[src/rtl/mux_lut_pkg.sv]
// Shared opcode encoding, per-opcode truth tables and the opcode-to-table decode
// for the mux_lut_gate_unit pipeline.
package mux_lut_pkg;

  typedef enum logic [2:0] {
    OP_AND    = 3'd0,
    OP_OR     = 3'd1,
    OP_NAND   = 3'd2,
    OP_NOR    = 3'd3,
    OP_XOR    = 3'd4,
    OP_XNOR   = 3'd5,
    OP_LUT    = 3'd6,
    OP_PASS_A = 3'd7
  } op_e;

  // Table bit index is {a,b}: bit0 -> a=0,b=0 ... bit3 -> a=1,b=1.
  localparam logic [3:0] TBL_AND    = 4'b1000;
  localparam logic [3:0] TBL_OR     = 4'b1110;
  localparam logic [3:0] TBL_NAND   = 4'b0111;
  localparam logic [3:0] TBL_NOR    = 4'b0001;
  localparam logic [3:0] TBL_XOR    = 4'b0110;
  localparam logic [3:0] TBL_XNOR   = 4'b1001;
  localparam logic [3:0] TBL_PASS_A = 4'b1100;

  function automatic logic [3:0] op_to_table(input logic [2:0] op, input logic [3:0] lut);
    logic [3:0] tbl;
    case (op)
      OP_AND:    tbl = TBL_AND;
      OP_OR:     tbl = TBL_OR;
      OP_NAND:   tbl = TBL_NAND;
      OP_NOR:    tbl = TBL_NOR;
      OP_XOR:    tbl = TBL_XOR;
      OP_XNOR:   tbl = TBL_XNOR;
      OP_PASS_A: tbl = TBL_PASS_A;
      default:   tbl = lut;
    endcase
    return tbl;
  endfunction

endpackage

[src/rtl/mux4_lane.sv]
// One bit lane: a 4:1 mux built from three 2:1 muxes; select {a,b} indexes the truth table.
module mux4_lane (
  input  logic       a,
  input  logic       b,
  input  logic [3:0] tbl,
  output logic       y
);

  logic lo;
  logic hi;

  // b picks within each half of the table, a picks the half.
  mux_2to1 u_mux_lo (.d0(tbl[0]), .d1(tbl[1]), .s(b), .y(lo));
  mux_2to1 u_mux_hi (.d0(tbl[2]), .d1(tbl[3]), .s(b), .y(hi));
  mux_2to1 u_mux_out (.d0(lo), .d1(hi), .s(a), .y(y));

endmodule

[src/rtl/mux_2to1.sv]
// Single-bit 2:1 multiplexer, the leaf cell of each bit lane.
module mux_2to1 (
  input  logic d0,
  input  logic d1,
  input  logic s,
  output logic y
);

  assign y = s ? d1 : d0;

endmodule

[src/rtl/mux_lut_gate_unit.sv]
// Two-stage valid/ready pipeline computing any 2-input bitwise function of WIDTH-bit operands.
// Optional accepted-result counter on out_count when MUX_LUT_STATS_EN is defined.
module mux_lut_gate_unit
  import mux_lut_pkg::*;
#(
  parameter int WIDTH = 8
) (
  input  logic             clk,
  input  logic             rst_n,
  input  logic             in_valid,
  output logic             in_ready,
  input  logic [WIDTH-1:0] in_a,
  input  logic [WIDTH-1:0] in_b,
  input  logic [2:0]       in_op,
  input  logic [3:0]       in_lut,
  output logic             out_valid,
  input  logic             out_ready,
  output logic [WIDTH-1:0] out_y,
  output logic [2:0]       out_op
`ifdef MUX_LUT_STATS_EN
  ,
  output logic [15:0]      out_count
`endif
);

  logic             vld_p1;
  logic             vld_p2;
  logic             s2_ready;
  logic [WIDTH-1:0] a_p1;
  logic [WIDTH-1:0] b_p1;
  logic [2:0]       op_p1;
  logic [3:0]       tbl_p1;
  logic [WIDTH-1:0] y_lane;
  logic [WIDTH-1:0] y_p2;
  logic [2:0]       op_p2;

  assign s2_ready  = !vld_p2 || out_ready;
  assign in_ready  = !vld_p1 || s2_ready;
  assign out_valid = vld_p2;
  assign out_y     = y_p2;
  assign out_op    = op_p2;

  // Stage 1: capture operands and the decoded table on accept
  always_ff @(posedge clk or negedge rst_n) begin
    if (!rst_n) begin
      vld_p1 <= 1'b0;
    end else if (in_ready) begin
      vld_p1 <= in_valid;
    end
  end

  always_ff @(posedge clk) begin
    if (in_valid && in_ready) begin
      a_p1   <= in_a;
      b_p1   <= in_b;
      op_p1  <= in_op;
      tbl_p1 <= op_to_table(in_op, in_lut);
    end
  end

  for (genvar i = 0; i < WIDTH; i++) begin : g_lane
    mux4_lane u_lane (
      .a  (a_p1[i]),
      .b  (b_p1[i]),
      .tbl(tbl_p1),
      .y  (y_lane[i])
    );
  end

  // Stage 2: register lane results; outputs are cleared by reset and only move on a load
  always_ff @(posedge clk or negedge rst_n) begin
    if (!rst_n) begin
      vld_p2 <= 1'b0;
      y_p2   <= '0;
      op_p2  <= '0;
    end else if (s2_ready) begin
      vld_p2 <= vld_p1;
      if (vld_p1) begin
        y_p2  <= y_lane;
        op_p2 <= op_p1;
      end
    end
  end

`ifdef MUX_LUT_STATS_EN
  function automatic logic [15:0] sat_inc16(input logic [15:0] v);
    return (v == 16'hFFFF) ? v : v + 16'd1;
  endfunction

  always_ff @(posedge clk or negedge rst_n) begin
    if (!rst_n) begin
      out_count <= 16'd0;
    end else if (vld_p2 && out_ready) begin
      out_count <= sat_inc16(out_count);
    end
  end
`endif

endmodule

[config.mk]
export PLATFORM = sky130hd
export DESIGN_NAME = mux_lut_gate_unit
export DESIGN_NICKNAME = d
export VERILOG_FILES = /design/src/rtl/mux_lut_pkg.sv /design/src/rtl/mux4_lane.sv /design/src/rtl/mux_2to1.sv /design/src/rtl/mux_lut_gate_unit.sv
export SDC_FILE = /design/constraint.sdc
export NUM_CORES = 1
export LEC_CHECK = 0
export ABC_AREA = 1
export CELL_PAD_IN_SITES_DETAIL_PLACEMENT = 1
export CELL_PAD_IN_SITES_GLOBAL_PLACEMENT = 2
export CORE_ASPECT_RATIO = 0.8
export CORE_MARGIN = 3
export CORE_UTILIZATION = 36
export DETAILED_ROUTE_END_ITERATION = 8
export DONT_BUFFER_PORTS = 1
export GPL_ROUTABILITY_DRIVEN = 0
export GPL_TIMING_DRIVEN = 0
export PLACE_DENSITY_LB_ADDON = 0.12
export SLEW_MARGIN = 20
export SYNTH_ARGS = -nofsm -noshare
export SYNTH_HDL_FRONTEND = slang
export SYNTH_SLANG_ARGS = --single-unit
[constraint.sdc]
create_clock -name clk -period 1.8 [get_ports clk]
set_input_delay 0.45 -clock clk [delete_from_list [all_inputs] [get_ports clk]]
set_output_delay 0.45 -clock clk [all_outputs]
set_load 0.1 [all_outputs]
==> flow_metrics.tcl <==
set metrics [dict create \
    cp_num_buf_inv 0 \
    critPathKind "flop to primary output" \
    clock_skew_ns 0.00637 \
    slowest_stage "dfrtp_4" \
    dr.first_iter.drc_count 61 \
    crit_path_end "in_ready" \
    period_share 0.984 \
    cp.required_ns 1.35 \
    avgSynthCellArea_um2 9.10 \
    drv_slew 0 \
    dpl_cell_area_mm2 0.00171 \
    path_delay_family "flip-flops" \
    dpl.hpwl_mm 2.57 \
    portBuffers 0 \
    cts_max_path_buffers 2 \
    clk_pin_slew_ns 0.08 \
    synth_seq_cells 36 \
    n_antenna_cell 0 \
    finalWirelength_mm 3.60 \
    worstPathArrival_ns 1.32 \
    ir_worst_vdd_uv 585 \
    core.rowCount 21 \
    status "finished, final reports clean" \
    initial_core_util 0.378 \
    cts_buffers 5 \
    hold_violations 0 \
    max_freq_ghz 0.565 \
    tightest_slew_ns 0.921 \
    die-area_mm2 0.00532 \
    nFillCells 514 \
    cp-start-kind "flop" \
    ys_warn_count 0 \
    worst-path-stages 1 \
    via_count 1161 \
    critPathCaptureType "primary output" \
    grt_max_degree 14 \
    core_mm2 0.00426 \
    drive_above_1_share 0.132 \
    ios 40 \
    critPathMaxFanout 3 \
    drc_errors 0 \
    path_cells "nand3_4" \
    synthCells 177 \
    startpoint "out_valid$_DFFE_PN0P_" \
    p_total_mw 2.68 \
    via_per_inst 4.72 \
    die_height_um 65.8 \
    leakage_nw 0.888 \
    wire_per_inst_um 14.6 \
    synth.net_count 204 \
    syn_area_mm2 0.00161 \
    grtUsageTotal 0.148 \
    rrSetupSlack_ns 0.03 \
    grt_first_pass_wirelength_mm 5.76 \
    crit_path_max_incr_delay_ns 0.64 \
    finalSetupViolations 0 \
    cts_tree "yes" \
    rr_worst_depth 4 \
    hp-class "input port to flop" \
    finalCriticalPeriod_ns 1.77 \
    die_w_um 80.8 \
    postRouteAntennaNets 0 \
    drtPass1Iterations 4 \
    antenna_found_initial 0 \
    grt_pass1_vias 1251 \
    final_area_mm2 0.00187 \
    reg2reg_to "tbl_p1[2]$_DFFE_PP_" \
    rsz0062_at_grt "true" \
    cts-root-buf "clkbuf_8" \
    clock_sinks 36 \
    maxSlewHeadroom 0.386 \
    ys_seq_area_frac 0.631 \
    final_nets 215 \
    synthDistinctLibCells 12 \
    clock_latency_ns 0.28 \
    cap_violations 0 \
    syn_to_final_growth_pct 16.4 \
    overflow 0 \
    cellPowerDensity_mw_per_mm2 1430 \
    htree_levels 2 \
    reg2reg_from "out_valid$_DFFE_PN0P_" \
]
==> kinds of logic (layout without fill, tap and decap cells) <==
| kind of cell | count (synthesis) | in the layout | synth area share |
|---|---|---|---|
| AO/OA/AOI/OAI | 5 | 5 | 0.0202 |
| buffers and inverters | 29 | 41 | 0.0769 |
| flip-flops | 36 | 36 | 0.631 |
| AND/OR/NAND/NOR | 107 | 107 | 0.272 |
==> cells in the final DEF, fill, tap and decap left out <==
cell type      synthesis  routed
a21oi_2                2       2
inv_2                  2       2
clkbuf_8               0       5
buf_6                  2       2
buf_12                 0       1
nor2_1                 1       1
nand2_2                4       4
clkinv_2               0       1
nand4_1                2       2
dlygate4sd3_1          0       1
o21ai_1                3       3
nand3_4                0       1
edfxtp_1              23      23
clkinvlp_4             0       4
inv_1                 25      24
nand2_1               83      82
dfrtp_4                0       1
nand3_1               17      16
bufinv_16              0       1
nand2_8                0       1
dfrtp_1               13      12
==> report_power, final <==
| group | total (mW) | internal [mW] | switching [mW] |
|---|---|---|---|
| Clock | 0.697 | 0.410 | 0.288 |
| Sequential | 1.67 | 1.00 | 0.664 |
| Combinational | 0.315 | 0.109 | 0.207 |
==> sequential cells by signal, indices dropped and copies added (netlist names) <==
register and count:
out_y 8, op_p1 3, tbl_p1 4, b_p1 8
vld_p1 1, out_op 3, a_p1 8, out_valid 1
==> layout make-up <==
| type | count | area, µm² | area share |
|---|---|---|---|
| Clock inverter | 3 | 42.5 | 0.0227 |
| Timing Repair Buffer | 2 | 30.0 | 0.0160 |
| Multi-Input combinational cell | 112 | 499 | 0.266 |
| Buffer | 2 | 22.5 | 0.0120 |
| Tap cell | 57 | 71.3 | 0.0381 |
| Sequential cell | 36 | 1020 | 0.544 |
| Timing Repair inverter | 2 | 15.0 | 0.00801 |
| Inverter | 27 | 105 | 0.0561 |
| Clock buffer | 5 | 68.8 | 0.0367 |
==> layer usage <==
metal / up-vias / share of wire / GRT usage
met3: 2 / 0.041 / 0.0436
met5: - / 0 / 0
met1: 559 / 0.45 / 0.179
met2: 24 / 0.51 / 0.254
met4: 0 / 0.0058 / 0.0443
li1: 576 / - / -
==> synthesized netlist by cell type (all sizes together) <==
cell type | n | share of area
nand3 | 17 | 0.053
dfrtp | 13 | 0.20
edfxtp | 23 | 0.43
nor2 | 1 | 0.0023
inv | 27 | 0.063
nand4 | 2 | 0.0078
buf | 2 | 0.014
nand2 | 87 | 0.21
o21ai | 3 | 0.0093
a21oi | 2 | 0.011
==> stage by stage <==
step	setup TNS, ns	utilization	hold slack (ns)	setup WS [ns]	std cells
after detailed placement	-6.08	0.402	0.155	-0.265	234
after global placement	-5.40	0.402	0.155	-0.235	234
final	0	0.440	0.258	0.0293	246
after global routing	-0.316	0.440	0.240	-0.0283	246
after floorplan	-1.02	-	0.154	-0.0444	177
after CTS	0	0.440	0.249	0.0208	246
==> repair_timing <==
action	4_1_cts	5_1_grt
hold buffers	1	0
gates resized for setup	3	0
endpoints found under the hold margin	13	0
buffers inserted	1	0
gates cloned	2	0
pin swaps	1	0
endpoints found under the setup margin	23	13
==> worst min-delay path by stage <==
| stage | startpoint | end | slack, ns | cells after the start |
|---|---|---|---|---|
| floorplan | rst_n | out_op[0]$_DFFE_PN0P_ | 0.15 | 0 |
| global placement | rst_n | vld_p1$_DFFE_PN0P_ | 0.15 | 0 |
| detailed placement | rst_n | vld_p1$_DFFE_PN0P_ | 0.15 | 0 |
| CTS | in_b[0] | b_p1[0]$_DFFE_PP_ | 0.25 | 0 |
| global route | in_a[5] | a_p1[5]$_DFFE_PP_ | 0.24 | 0 |
| finish | in_b[0] | b_p1[0]$_DFFE_PP_ | 0.26 | 0 |
Power figures use the tool's default switching activity.
